[config.mk]
export PLATFORM = sky130hd
export DESIGN_NAME = reg_file_p
export DESIGN_NICKNAME = d
export VERILOG_FILES = /design/src/rtl/reg_file_p.sv
export SDC_FILE = /design/constraint.sdc
export NUM_CORES = 1
export LEC_CHECK = 0
export CAP_MARGIN = 20
export CORE_MARGIN = 2
export CORE_UTILIZATION = 60
export DETAILED_ROUTE_END_ITERATION = 12
export GPL_TIMING_DRIVEN = 0
export PLACE_DENSITY = 0.91
export SLEW_MARGIN = 20
export SYNTH_ARGS = -nofsm -noshare
export SYNTH_HDL_FRONTEND = slang
export SYNTH_SLANG_ARGS = --single-unit
[constraint.sdc]
create_clock -name CLK -period 5.2 [get_ports CLK]
set_input_delay 1.56 -clock CLK [delete_from_list [all_inputs] [get_ports CLK]]
set_output_delay 1.56 -clock CLK [all_outputs]
set_load 0.05 [all_outputs]
[src/rtl/reg_file_p.sv]
// reg_file_p
// ----------
// Multi-ported register file: one write port, two combinational read ports
// and a sequential clear engine that zeroes the array one register per cycle.
//
// Parameters
//   DATA_W     register width in bits
//   ADDR_W     address width; the file holds 2**ADDR_W registers
//   BYPASS     1 forwards same-cycle write data to a matching read port
//   ZERO_REG0  1 hardwires register 0 to zero
//
// Ports
//   CLK            in   clock, all state changes on its rising edge
//   RESET_N        in   asynchronous active-low reset
//   WRITEENABLE    in   write request for the current cycle
//   WRITEREG       in   write address
//   REGWRITE       in   write data
//   READREG1/2     in   read addresses
//   REGOUT1/2      out  combinational read data
//   CLEAR          in   request to zero all registers, one per cycle
//   BUSY           out  high while the clear sequence runs
//   WRITE_DROPPED  out  one-cycle pulse after a write rejected during a clear

module reg_file_p #(
  parameter int DATA_W    = 8,
  parameter int ADDR_W    = 3,
  parameter int BYPASS    = 1,
  parameter int ZERO_REG0 = 0
) (
  input  logic              CLK,
  input  logic              RESET_N,
  input  logic              WRITEENABLE,
  input  logic [ADDR_W-1:0] WRITEREG,
  input  logic [DATA_W-1:0] REGWRITE,
  input  logic [ADDR_W-1:0] READREG1,
  input  logic [ADDR_W-1:0] READREG2,
  output logic [DATA_W-1:0] REGOUT1,
  output logic [DATA_W-1:0] REGOUT2,
  input  logic              CLEAR,
  output logic              BUSY,
  output logic              WRITE_DROPPED
);

  localparam int                NUM_REGS  = 2 ** ADDR_W;
  localparam logic [ADDR_W-1:0] LAST_ADDR = ADDR_W'(NUM_REGS - 1);

  typedef enum logic {
    IDLE,
    CLEARING
  } clr_state_t;

  clr_state_t        state;
  clr_state_t        state_next;
  logic [ADDR_W-1:0] cnt;
  logic [ADDR_W-1:0] cnt_next;

  logic [DATA_W-1:0] regs [NUM_REGS];

  logic busy;
  logic write_to_zero;
  logic write_en;
  logic dropped_next;

  logic [DATA_W-1:0] rd1;
  logic [DATA_W-1:0] rd2;

  // BUSY comes straight from the registered state, so it rises the cycle
  // after CLEAR is accepted and stays up for exactly NUM_REGS cycles.
  assign busy = (state == CLEARING);

  // Writes to a hardwired register 0 vanish silently: no store, no bypass
  // and no dropped-write pulse.
  assign write_to_zero = (ZERO_REG0 != 0) && (WRITEREG == '0);
  assign write_en      = WRITEENABLE && !busy && !write_to_zero;
  assign dropped_next  = WRITEENABLE && busy && !write_to_zero;

  // Clear sequencer state register.
  always_ff @(posedge CLK or negedge RESET_N) begin
    if (!RESET_N) begin
      state <= IDLE;
      cnt   <= '0;
    end else begin
      state <= state_next;
      cnt   <= cnt_next;
    end
  end

  // Clear sequencer next-state logic. CLEAR is only looked at in IDLE, so a
  // repeated request during a running clear neither restarts nor extends it.
  // CNT wraps back to zero on the same edge that leaves CLEARING.
  always_comb begin
    state_next = state;
    cnt_next   = cnt;
    case (state)
      IDLE: begin
        if (CLEAR) begin
          state_next = CLEARING;
          cnt_next   = '0;
        end
      end
      CLEARING: begin
        cnt_next = cnt + ADDR_W'(1);
        if (cnt == LAST_ADDR) begin
          state_next = IDLE;
        end
      end
      default: begin
        state_next = IDLE;
        cnt_next   = '0;
      end
    endcase
  end

  // Storage. The clear engine and the write port never collide because
  // writes are blocked while busy; a write in the cycle CLEAR is accepted
  // still lands and is later wiped when CNT reaches that address.
  always_ff @(posedge CLK or negedge RESET_N) begin
    if (!RESET_N) begin
      for (int i = 0; i < NUM_REGS; i++) begin
        regs[i] <= '0;
      end
    end else if (busy) begin
      regs[cnt] <= '0;
    end else if (write_en) begin
      regs[WRITEREG] <= REGWRITE;
    end
  end

  // Dropped-write flag: a registered single-cycle pulse.
  always_ff @(posedge CLK or negedge RESET_N) begin
    if (!RESET_N) begin
      WRITE_DROPPED <= 1'b0;
    end else begin
      WRITE_DROPPED <= dropped_next;
    end
  end

  // Read port 1. write_en is already low while busy or for a hardwired
  // register 0, so forwarding is suppressed in both of those cases. The
  // reset gate keeps a pending write from being forwarded during reset.
  always_comb begin
    rd1 = regs[READREG1];
    if ((BYPASS != 0) && write_en && (READREG1 == WRITEREG)) begin
      rd1 = REGWRITE;
    end
    if ((ZERO_REG0 != 0) && (READREG1 == '0)) begin
      rd1 = '0;
    end
    if (!RESET_N) begin
      rd1 = '0;
    end
  end

  // Read port 2, identical to port 1.
  always_comb begin
    rd2 = regs[READREG2];
    if ((BYPASS != 0) && write_en && (READREG2 == WRITEREG)) begin
      rd2 = REGWRITE;
    end
    if ((ZERO_REG0 != 0) && (READREG2 == '0)) begin
      rd2 = '0;
    end
    if (!RESET_N) begin
      rd2 = '0;
    end
  end

  assign REGOUT1 = rd1;
  assign REGOUT2 = rd2;
  assign BUSY    = busy;

endmodule

==> impl.org, run 1 <==
** Outcome
- Result of the run :: finished, final reports clean

** CTS
- Max clock buf depth :: 2
- Count of hold buffers inserted by post-cts repair :: 0
- Root Buffer Master :: sky130_fd_sc_hd__clkbuf_8
- Clock slew at reported path FFs :: 0.07 ns
- TritonCTS built the clock tree.
- Clock tree synthesis inserted a total of 9 buffers.
- Source-to-sink clock delay at the later pin of the worst-skew pair :: 0.35 ns
- For this design, the sink count on the clock tree is 69.
- CTS built an H-tree with a depth of 3.

** Synthesis
- After synthesis, the cell types taking the most area are sky130_fd_sc_hd__dfrtp_1 (45%), sky130_fd_sc_hd__a22o_1 (15%), sky130_fd_sc_hd__mux4_2 (11%).
- Share of the yosys chip area belonging to registers :: 45.4%
- Cell type contributing the most total cell area after synthesis :: sky130_fd_sc_hd__dfrtp_1
- Counting flops and latches in the post-synthesis netlist gives 69.
- Yosys printed 0 warnings.
- In this run the biggest area consumer among cell types represents 45.4% of the synthesized area.
- Unique cell type count in the Yosys netlist :: 31
- Syn avg cell area :: 11.9 µm²
- Mapped Nets :: 342
- Synthesis produced a netlist whose cell count is 319.
- Summing every instance area after synthesis gives 3800 µm².

** Final layout
- The library cell used most frequently in the layout, excluding fill and tap cells, is sky130_fd_sc_hd__dfrtp_1.
- Filler-free cell count of the finished design :: 441
- Most frequent cells in the layout :: sky130_fd_sc_hd__dfrtp_1 (69), sky130_fd_sc_hd__a22o_1 (64), sky130_fd_sc_hd__a21oi_1 (32)
- Fraction of final layout cells sized beyond drive strength 1 :: 22.8%
- Count of antenna diodes in the layout :: 0
- Area delta synth->final :: 16.1%
- The net count of the finished layout is 383.

** Run
- Across the run, the number of max-cap violations was 0.

** Detailed routing
- The final layout contains routed wiring with a total length of 10.8 mm.
- Dividing the detail-routed wire length by the instance count gives 24.4 µm.
- Ratio of routed vias to standard cells :: 7.44
- Vias after detailed routing :: 3279
- The detail route stage leaves a number of antenna-violating nets equal to 0.
- DRC violations left :: 0
- The first detailed-routing pass ran for 7 iterations.
- For this block, the initial DRC count from the detailed router was 345.

** Die
- Number of top-level pins :: 39
- Overall die height :: 83.6 µm
- Die footprint :: 6990 µm²
- Floorplan core area :: 6240 µm²
- Once the floorplan was initialized, standard cells occupied 61.0% of the core.
- After floorplanning, the core was divided into 29 placement rows.
- The die is 83.6 µm wide.

** STA
- Setup slack on the critical path of the routed design comes to 0.0868 ns.
- Measured against its own limit, the worst slew margin works out to 27.4%.
- RSZ-0062 raised after global routing :: no
- Post-layout minimum cycle time :: 5.11 ns
- Post-route clock skew :: 0.00538 ns
- Fmax :: 196 MHz
- After layout, the worst path uses 98.3% of the clock period.
- Total count of max-transition violations in the final report :: 0
- At the pin with the least slew margin, the transition time is 1.08 ns.
- Final hold analysis gives a worst-case slack of 0.527 ns.
- Total of endpoints with negative setup slack in the final report :: 0
- Sum Neg Setup Slack :: 0 ns
- The count of final hold-check violations was 0.

** Global routing
- Via count of the first global-routing pass :: 3257
- Congestion Overflow GR :: 0
- Entering global routing, the biggest net connects 48 pins.
- Overall Global Routing Usage :: 32.4%
- First-pass GRT wire length :: 17.2 mm
- The initial antenna violation count was 0.

** Setup path
- Counting both buffers and inverters, the worst setup path holds a total of 3.
- Type of the worst setup path :: primary input to primary output
- Data arrival at the endpoint of the critical path :: 3.55 ns
- Req. time, crit path :: 3.64 ns
- Worst reg2reg path depth :: 4
- Among cell families on the critical path, the largest total delay comes from buffers and inverters.
- Worst path cell trace :: clkdlybuf4s50_1, buf_6, mux4_2, a21oi_1, a21oi_1, clkdlybuf4s15_2
- The worst register-to-register path ends at regs[54].
- Most frequent CP cell :: sky130_fd_sc_hd__a21oi_1
- Across all register-to-register paths, the minimum setup slack is 2.98 ns.
- STA classifies the critical path startpoint as a primary input.
- Crit Path Max Fanout :: 10
- Crit Reg-Reg Startpoint :: BUSY
- Critical path capture point type :: primary output
- Stage delay of the slowest cell on the critical path :: 0.58 ns
- The largest individual stage delay along the critical path comes from the cell sky130_fd_sc_hd__clkdlybuf4s50_1.

** Pwr
- In this run the static leakage power is 1.93 nW.
- Power density over the cells :: 444 nW/µm²
- The worst-case IR drop observed on VDD is 331 µV.

** Worst hold path
- The worst hold path terminates at regs[32].
- Instance count along the most critical hold path :: 1
- Classification of the worst-slack hold path :: flop to flop
- Hold path startpoint :: regs[32]

** Place
- GPL Wtd Cong :: 0.899
- Placed Cells incl. Taps :: 423
- Before CTS, the worst setup slack after placement is -0.558 ns.
- Number of I/O port buffers :: 26
- DP Wirelength :: 7.17 mm
cell usage after synthesis:
library cell               number
sky130_fd_sc_hd__dfrtp_1       69
sky130_fd_sc_hd__a22o_1        64
sky130_fd_sc_hd__a21oi_1       33
sky130_fd_sc_hd__mux2i_1       30
sky130_fd_sc_hd__mux4_2        18
sky130_fd_sc_hd__o21ai_0       18
sky130_fd_sc_hd__o22ai_1       14
sky130_fd_sc_hd__clkbuf_1      10
sky130_fd_sc_hd__buf_1          8
sky130_fd_sc_hd__buf_2          8
sky130_fd_sc_hd__nand2b_1       6
sky130_fd_sc_hd__xnor2_1        6
sky130_fd_sc_hd__nor2b_1        4
sky130_fd_sc_hd__nand2_1        3
sky130_fd_sc_hd__nor2_2         3
sky130_fd_sc_hd__nor2_4         3
sky130_fd_sc_hd__or2_2          3
sky130_fd_sc_hd__a31oi_1        2
sky130_fd_sc_hd__a31oi_2        2
sky130_fd_sc_hd__ha_1           2
sky130_fd_sc_hd__nand4_1        2
sky130_fd_sc_hd__nor2_1         2
sky130_fd_sc_hd__a21oi_2        1
sky130_fd_sc_hd__a41oi_1        1
sky130_fd_sc_hd__and2_1         1
sky130_fd_sc_hd__buf_4          1
sky130_fd_sc_hd__nand3b_1       1
sky130_fd_sc_hd__nor3_2         1
sky130_fd_sc_hd__nor3_4         1
sky130_fd_sc_hd__nor3b_1        1
sky130_fd_sc_hd__or3b_1         1
flip-flops by register name (all words and copies together), names as in the netlist:
name,flops
WRITE_DROPPED,1
BUSY,1
cnt,3
regs,64
through the flow:
stage	cell area, µm²	power [mW]	utilization (%)
floorplan	3800	1.23	-
global placement	4160	1.39	66.7
detailed placement	4190	1.43	67.1
CTS	4420	1.95	70.9
global route	4420	2.04	70.8
finish	4420	1.96	70.8
worst max-delay path by stage:
stage / cells past startpoint / to / start
after floorplan: 6 / REGOUT1[5] / WRITEREG[1]
after global placement: 5 / REGOUT2[1] / RESET_N
after detailed placement: 7 / REGOUT2[1] / READREG2[1]
after CTS: 8 / REGOUT1[5] / READREG1[1]
after global routing: 8 / REGOUT2[6] / READREG2[1]
final: 6 / REGOUT1[3] / READREG1[1]
cell families (layout without fill, tap and decap cells):
| family | Yosys count | in the layout | synth area share [%] |
|---|---|---|---|
| AO/OA/AOI/OAI | 135 | 135 | 25.2 |
| flip-flops | 69 | 69 | 45.4 |
| multiplexers | 48 | 48 | 18.5 |
| AND/OR/NAND/NOR | 32 | 32 | 5.82 |
| buffers and inverters | 27 | 72 | 3.03 |
| XOR/XNOR | 6 | 6 | 1.38 |
| adder cells (fa/ha/maj) | 2 | 2 | 0.658 |
metal layers:
layer | GRT usage (%) | up-vias | share of wire [%]
met4 | 16.4 | 0 | 5.5
met1 | 43.2 | 1609 | 39
met2 | 49.1 | 262 | 46
met3 | 9.10 | 66 | 9.5
li1 | - | 1342 | -
met5 | 0 | - | 0
what timing repair did:
| item | 4_1_cts | 5_1_grt |
|---|---|---|
| buffers inserted | 0 | 4 |
| endpoints found under the setup margin | 16 | 15 |
| pin swaps | 0 | 2 |
| resized for setup | 64 | 19 |
where the power goes:
part / internal (mW) / switching [mW]
Clock: 0.317 / 0.205
Sequential: 0.671 / 0.131
Combinational: 0.271 / 0.365
cell type report:
| class | instances | area (µm²) |
|---|---|---|
| clock buffer | 9 | 124 |
| multi-input combinational | 223 | 1970 |
| clock inverter | 6 | 113 |
| sequential | 69 | 1730 |
| tap | 77 | 96.3 |
| timing repair buffer | 31 | 265 |
| buffer | 26 | 125 |
| fill | 428 | 1820 |
Power figures use the tool's default switching activity.
==> inputs of run 2 (changes only) <==
Settings changed: ABC_AREA from default to 1, CORE_UTILIZATION 60 to 63, PLACE_DENSITY 0.91 to 0.93.
==> run 2 against run 1 <==
Compared with the run above: design area up 8.6%; sequential power increased by 3.0%; wire length rose by 37%; first-iteration DRC count up 130%; worst setup slack gained 0.078 ns; register-to-register slack better by 0.50 ns; flip-flop and latch count did not move; area after synthesis is 12% higher; largest cell class unchanged.
==> impl.org, run 2 <==
** Global routing
- Antenna violations before repair :: 0
- Congestion Overflow GR :: 0
- The first global-routing pass estimated 22.8 mm of wire.
- Entering global routing, the biggest net connects 49 pins.
- The number of global-route vias before repair came to 4304.
- Global routing used 41.2% of the available tracks.

** Synthesis
- Largest cells by area after synthesis :: sky130_fd_sc_hd__dfrtp_1 (41%), sky130_fd_sc_hd__nand2_1 (20%), sky130_fd_sc_hd__nand3_1 (19%)
- Most frequent cell after synthesis :: sky130_fd_sc_hd__nand2_1
- During synthesis, Yosys emitted a total of 0 warnings.
- Cell type contributing the most total cell area after synthesis :: sky130_fd_sc_hd__dfrtp_1
- Yosys reg bits :: 69
- Counting flops with a built-in enable in the synthesized netlist gives 0.
- Netlist area before placement :: 4260 µm²
- Post-synth top flop :: sky130_fd_sc_hd__dfrtp_1
- The synthesized netlist contains 20 unique library cells.
- Leading cell types by count after synthesis :: sky130_fd_sc_hd__nand2_1 (223), sky130_fd_sc_hd__nand3_1 (160), sky130_fd_sc_hd__dfrtp_1 (69)
- FFs w/ async S/R, synth :: 100%
- Share of cell area taken by muxes after synthesis :: 0%
- The number of nets handed over by synthesis was 661.
- Each instance of the synthesized netlist takes up on average 6.68 µm².
- Post-Synth Adder-Cell Area :: 0.588%
- The synthesized netlist devotes 45.5% of its cell area to simple gates.
- Counting every instance in the synthesized netlist gives 638.
- Largest family of logic cells by synthesized area :: simple AND/OR/NAND/NOR gates
- The synthesized netlist devotes 7.26% of its cell area to compound gates.
- Area share of the leading cell type in the synthesized netlist :: 40.5%
- Of the total synthesized cell area, the portion taken by XOR and XNOR cells is 0%.
- Share of the yosys chip area belonging to registers :: 40.5%

** Die
- Number of top-level pins :: 39
- Floorplan core area :: 6460 µm²
- Initial core utilization :: 65.9%
- Die X-Extent :: 86.2 µm
- The floorplan step defined a die boundary enclosing 7430 µm².
- From bottom edge to top edge, the die measures 86.2 µm.
- The floorplan has 29 rows.

** Detailed routing
- For this block, the routed nets add up to 14.8 mm of wire.
- Routed Antenna Nets :: 0
- Using the TritonRoute via totals, the vias-per-cell ratio works out to 6.33.
- DRC violations left :: 0
- Met2 wire length :: 6.50 mm
- Detailed router's first-iteration violation count :: 787
- Number of optimization iterations in the first detailed-route pass :: 6
- The detailed router placed 4840 vias in this run.
- Top routing layer in use :: met4
- Detailed-routed wire length on met3 :: 2.10 mm
- Dividing the detail-routed wire length by the instance count gives 19.3 µm.
- After detailed routing, the wire length on met1 is 5.44 mm.

** CTS
- Max clock buf depth :: 2
- TritonCTS built the clock tree.
- Number of clock sinks :: 69
- Level count of the clock H-tree :: 3
- For the worst-skew pair, the clock arrives at the later sink with an insertion delay of 0.36 ns.
- The number of hold buffers added after CTS was 0.
- Setup Fix Bufs, Post-CTS :: 0
- Cts bufs inserted :: 9
- After clock tree synthesis, the clock-pin slew on the worst setup and hold paths is 0.08 ns.
- The tree is rooted in a sky130_fd_sc_hd__clkbuf_8.

** STA
- Max-slew headroom at the worst pin :: 50.3%
- Number of endpoints with negative hold slack in the final report :: 0
- Total count of max-transition violations in the final report :: 0
- Setup violations remaining at the end of the flow were counted as 0.
- Post-layout minimum cycle time :: 5.04 ns
- Setup slack closes at 0.165 ns.
- Based on the critical path, the design can be clocked at up to 199 MHz.
- Setup repair after global routing left no endpoint under its margin.
- Post-route clock skew :: 0.00623 ns
- Worst Max-Slew Pin Slew :: 0.741 ns
- Final period util :: 96.8%

** Final layout
- Measured on the finished design, the core utilization comes to 74.3%.
- Fraction of final layout cells sized beyond drive strength 1 :: 10.2%
- Count of antenna diodes in the layout :: 0
- Once layout is complete, the cells apart from fillers number 765.
- Leaving out fill and tap cells, the most frequent cell in the layout is sky130_fd_sc_hd__nand2_1.
- In the layout the commonest cells are sky130_fd_sc_hd__nand2_1 (223), sky130_fd_sc_hd__nand3_1 (160), sky130_fd_sc_hd__dfrtp_1 (69).
- Biggest regs :: regs (64), cnt (3)
- From synthesis to final layout, the design area changed by 12.7%.
- The multi-input combinational cells in the finished layout cover a total of 2270 µm².
- Registers take 1730 µm².
- Layout fillers :: 542
- After the last flow step, the layout net total stands at 706.
- The register with the most flip-flops in the layout has 64 of them.
- Biggest register :: regs
- Post-route standard cell area excluding fillers :: 4800 µm²

** Outcome
- The flow ran to the end, and the final reports show no timing, DRC or antenna violations.

** Pwr
- IR analysis of the VDD net gives a maximum drop of 349 µV.
- Overall power consumption after layout is estimated at 1.89 mW.
- Power density over the cells :: 394 nW/µm²
- For this design the static power due to leakage is 2.30 nW.

** Setup path
- Crit Path Max Fanout :: 9
- Critical path capture point type :: primary output
- The worst register-to-register path has a setup slack of 3.48 ns.
- Startpoint types :: primary input
- The critical path is of the primary input to primary output type.
- The number of cells on the worst reg-to-reg path is 6.
- Req. time, crit path :: 3.64 ns
- Data arrival at the endpoint of the critical path :: 3.48 ns

** Place
- Placed Cells incl. Taps :: 749
- Place WS :: -0.286 ns
- DP Wirelength :: 10.8 mm
- Number of I/O port buffers :: 33
- In this run the cell area measured after placement is 4710 µm².
- GPL Wtd Cong :: 1.14

** Worst hold path
- The worst hold path was traced through 2 stages.
- The path class of the tightest hold or removal check is flop to flop.

** Run
- Across the run, the number of max-cap violations was 0.
-- run 2: worst paths after layout --
| kind | from | endpoint |
|---|---|---|
| max | WRITEREG[0] | REGOUT1[5] |
| min | regs[5] | regs[5] |
| max reg2reg | BUSY | regs[62] |
| min reg2reg | regs[5] | regs[5] |
| max in group asynchronous | RESET_N | regs[35] |
| min in group asynchronous | RESET_N | regs[60] |
-- run 2: routing by layer --
layer / up-vias / global-route usage, %
met5: - / 0
met4: 0 / 19.6
met3: 79 / 8.48
met2: 398 / 62.6
met1: 2167 / 56.7
li1: 2196 / -
-- run 2: repair_timing --
| item | 4_1_cts | 5_1_grt |
|---|---|---|
| resized for setup | 17 | 31 |
| pin swaps | 0 | 0 |
| hold endpoints to repair | 0 | 0 |
| endpoints found under the setup margin | 16 | 16 |
-- run 2: cell type report --
cell class	instances	area share, %
plain buffers	33	3.26
flip-flops and latches	69	36.0
clock inverters	6	0.834
repair buffers	34	5.74
multi-input cells	508	47.3
well taps	77	2.01
clock buffers	10	2.66
inverters	28	2.19
-- run 2: critical path, stage by stage --
cell                              delay, ns
sky130_fd_sc_hd__clkdlybuf4s50_1       0.64
sky130_fd_sc_hd__inv_2                 0.14
sky130_fd_sc_hd__nand2_1               0.09
sky130_fd_sc_hd__nand2_1               0.09
sky130_fd_sc_hd__nor2_4                0.22
sky130_fd_sc_hd__nand2_2               0.17
sky130_fd_sc_hd__nand2_1               0.09
sky130_fd_sc_hd__nor2_1                0.04
sky130_fd_sc_hd__nor2_1                0.12
sky130_fd_sc_hd__clkbuf_2              0.30
-- run 2: where the power goes --
| group | internal, mW | switching [mW] | total (mW) | leakage (nW) |
|---|---|---|---|---|
| logic | 0.210 | 0.464 | 0.674 | 1.27 |
| registers | 0.676 | 0.150 | 0.826 | 0.942 |
| clock network | 0.172 | 0.218 | 0.390 | 0.0860 |
-- run 2: logic make-up (layout without fill, tap and decap cells) --
kind of cell             after synthesis  in the layout
AND/OR/NAND/NOR                      445            445
flip-flops                            69             69
buffers and inverters                 61            111
AO/OA/AOI/OAI                         61             61
adder cells (fa/ha/maj)                2              2
-- run 2: stage by stage --
stage,hold WS [ns],setup TNS [ns]
2_1_floorplan,0.464,0
3_3_place_gp,0.488,-33.00
3_5_place_dp,0.495,-3.97
4_1_cts,0.514,0
5_1_grt,0.539,0
6_report,0.517,0
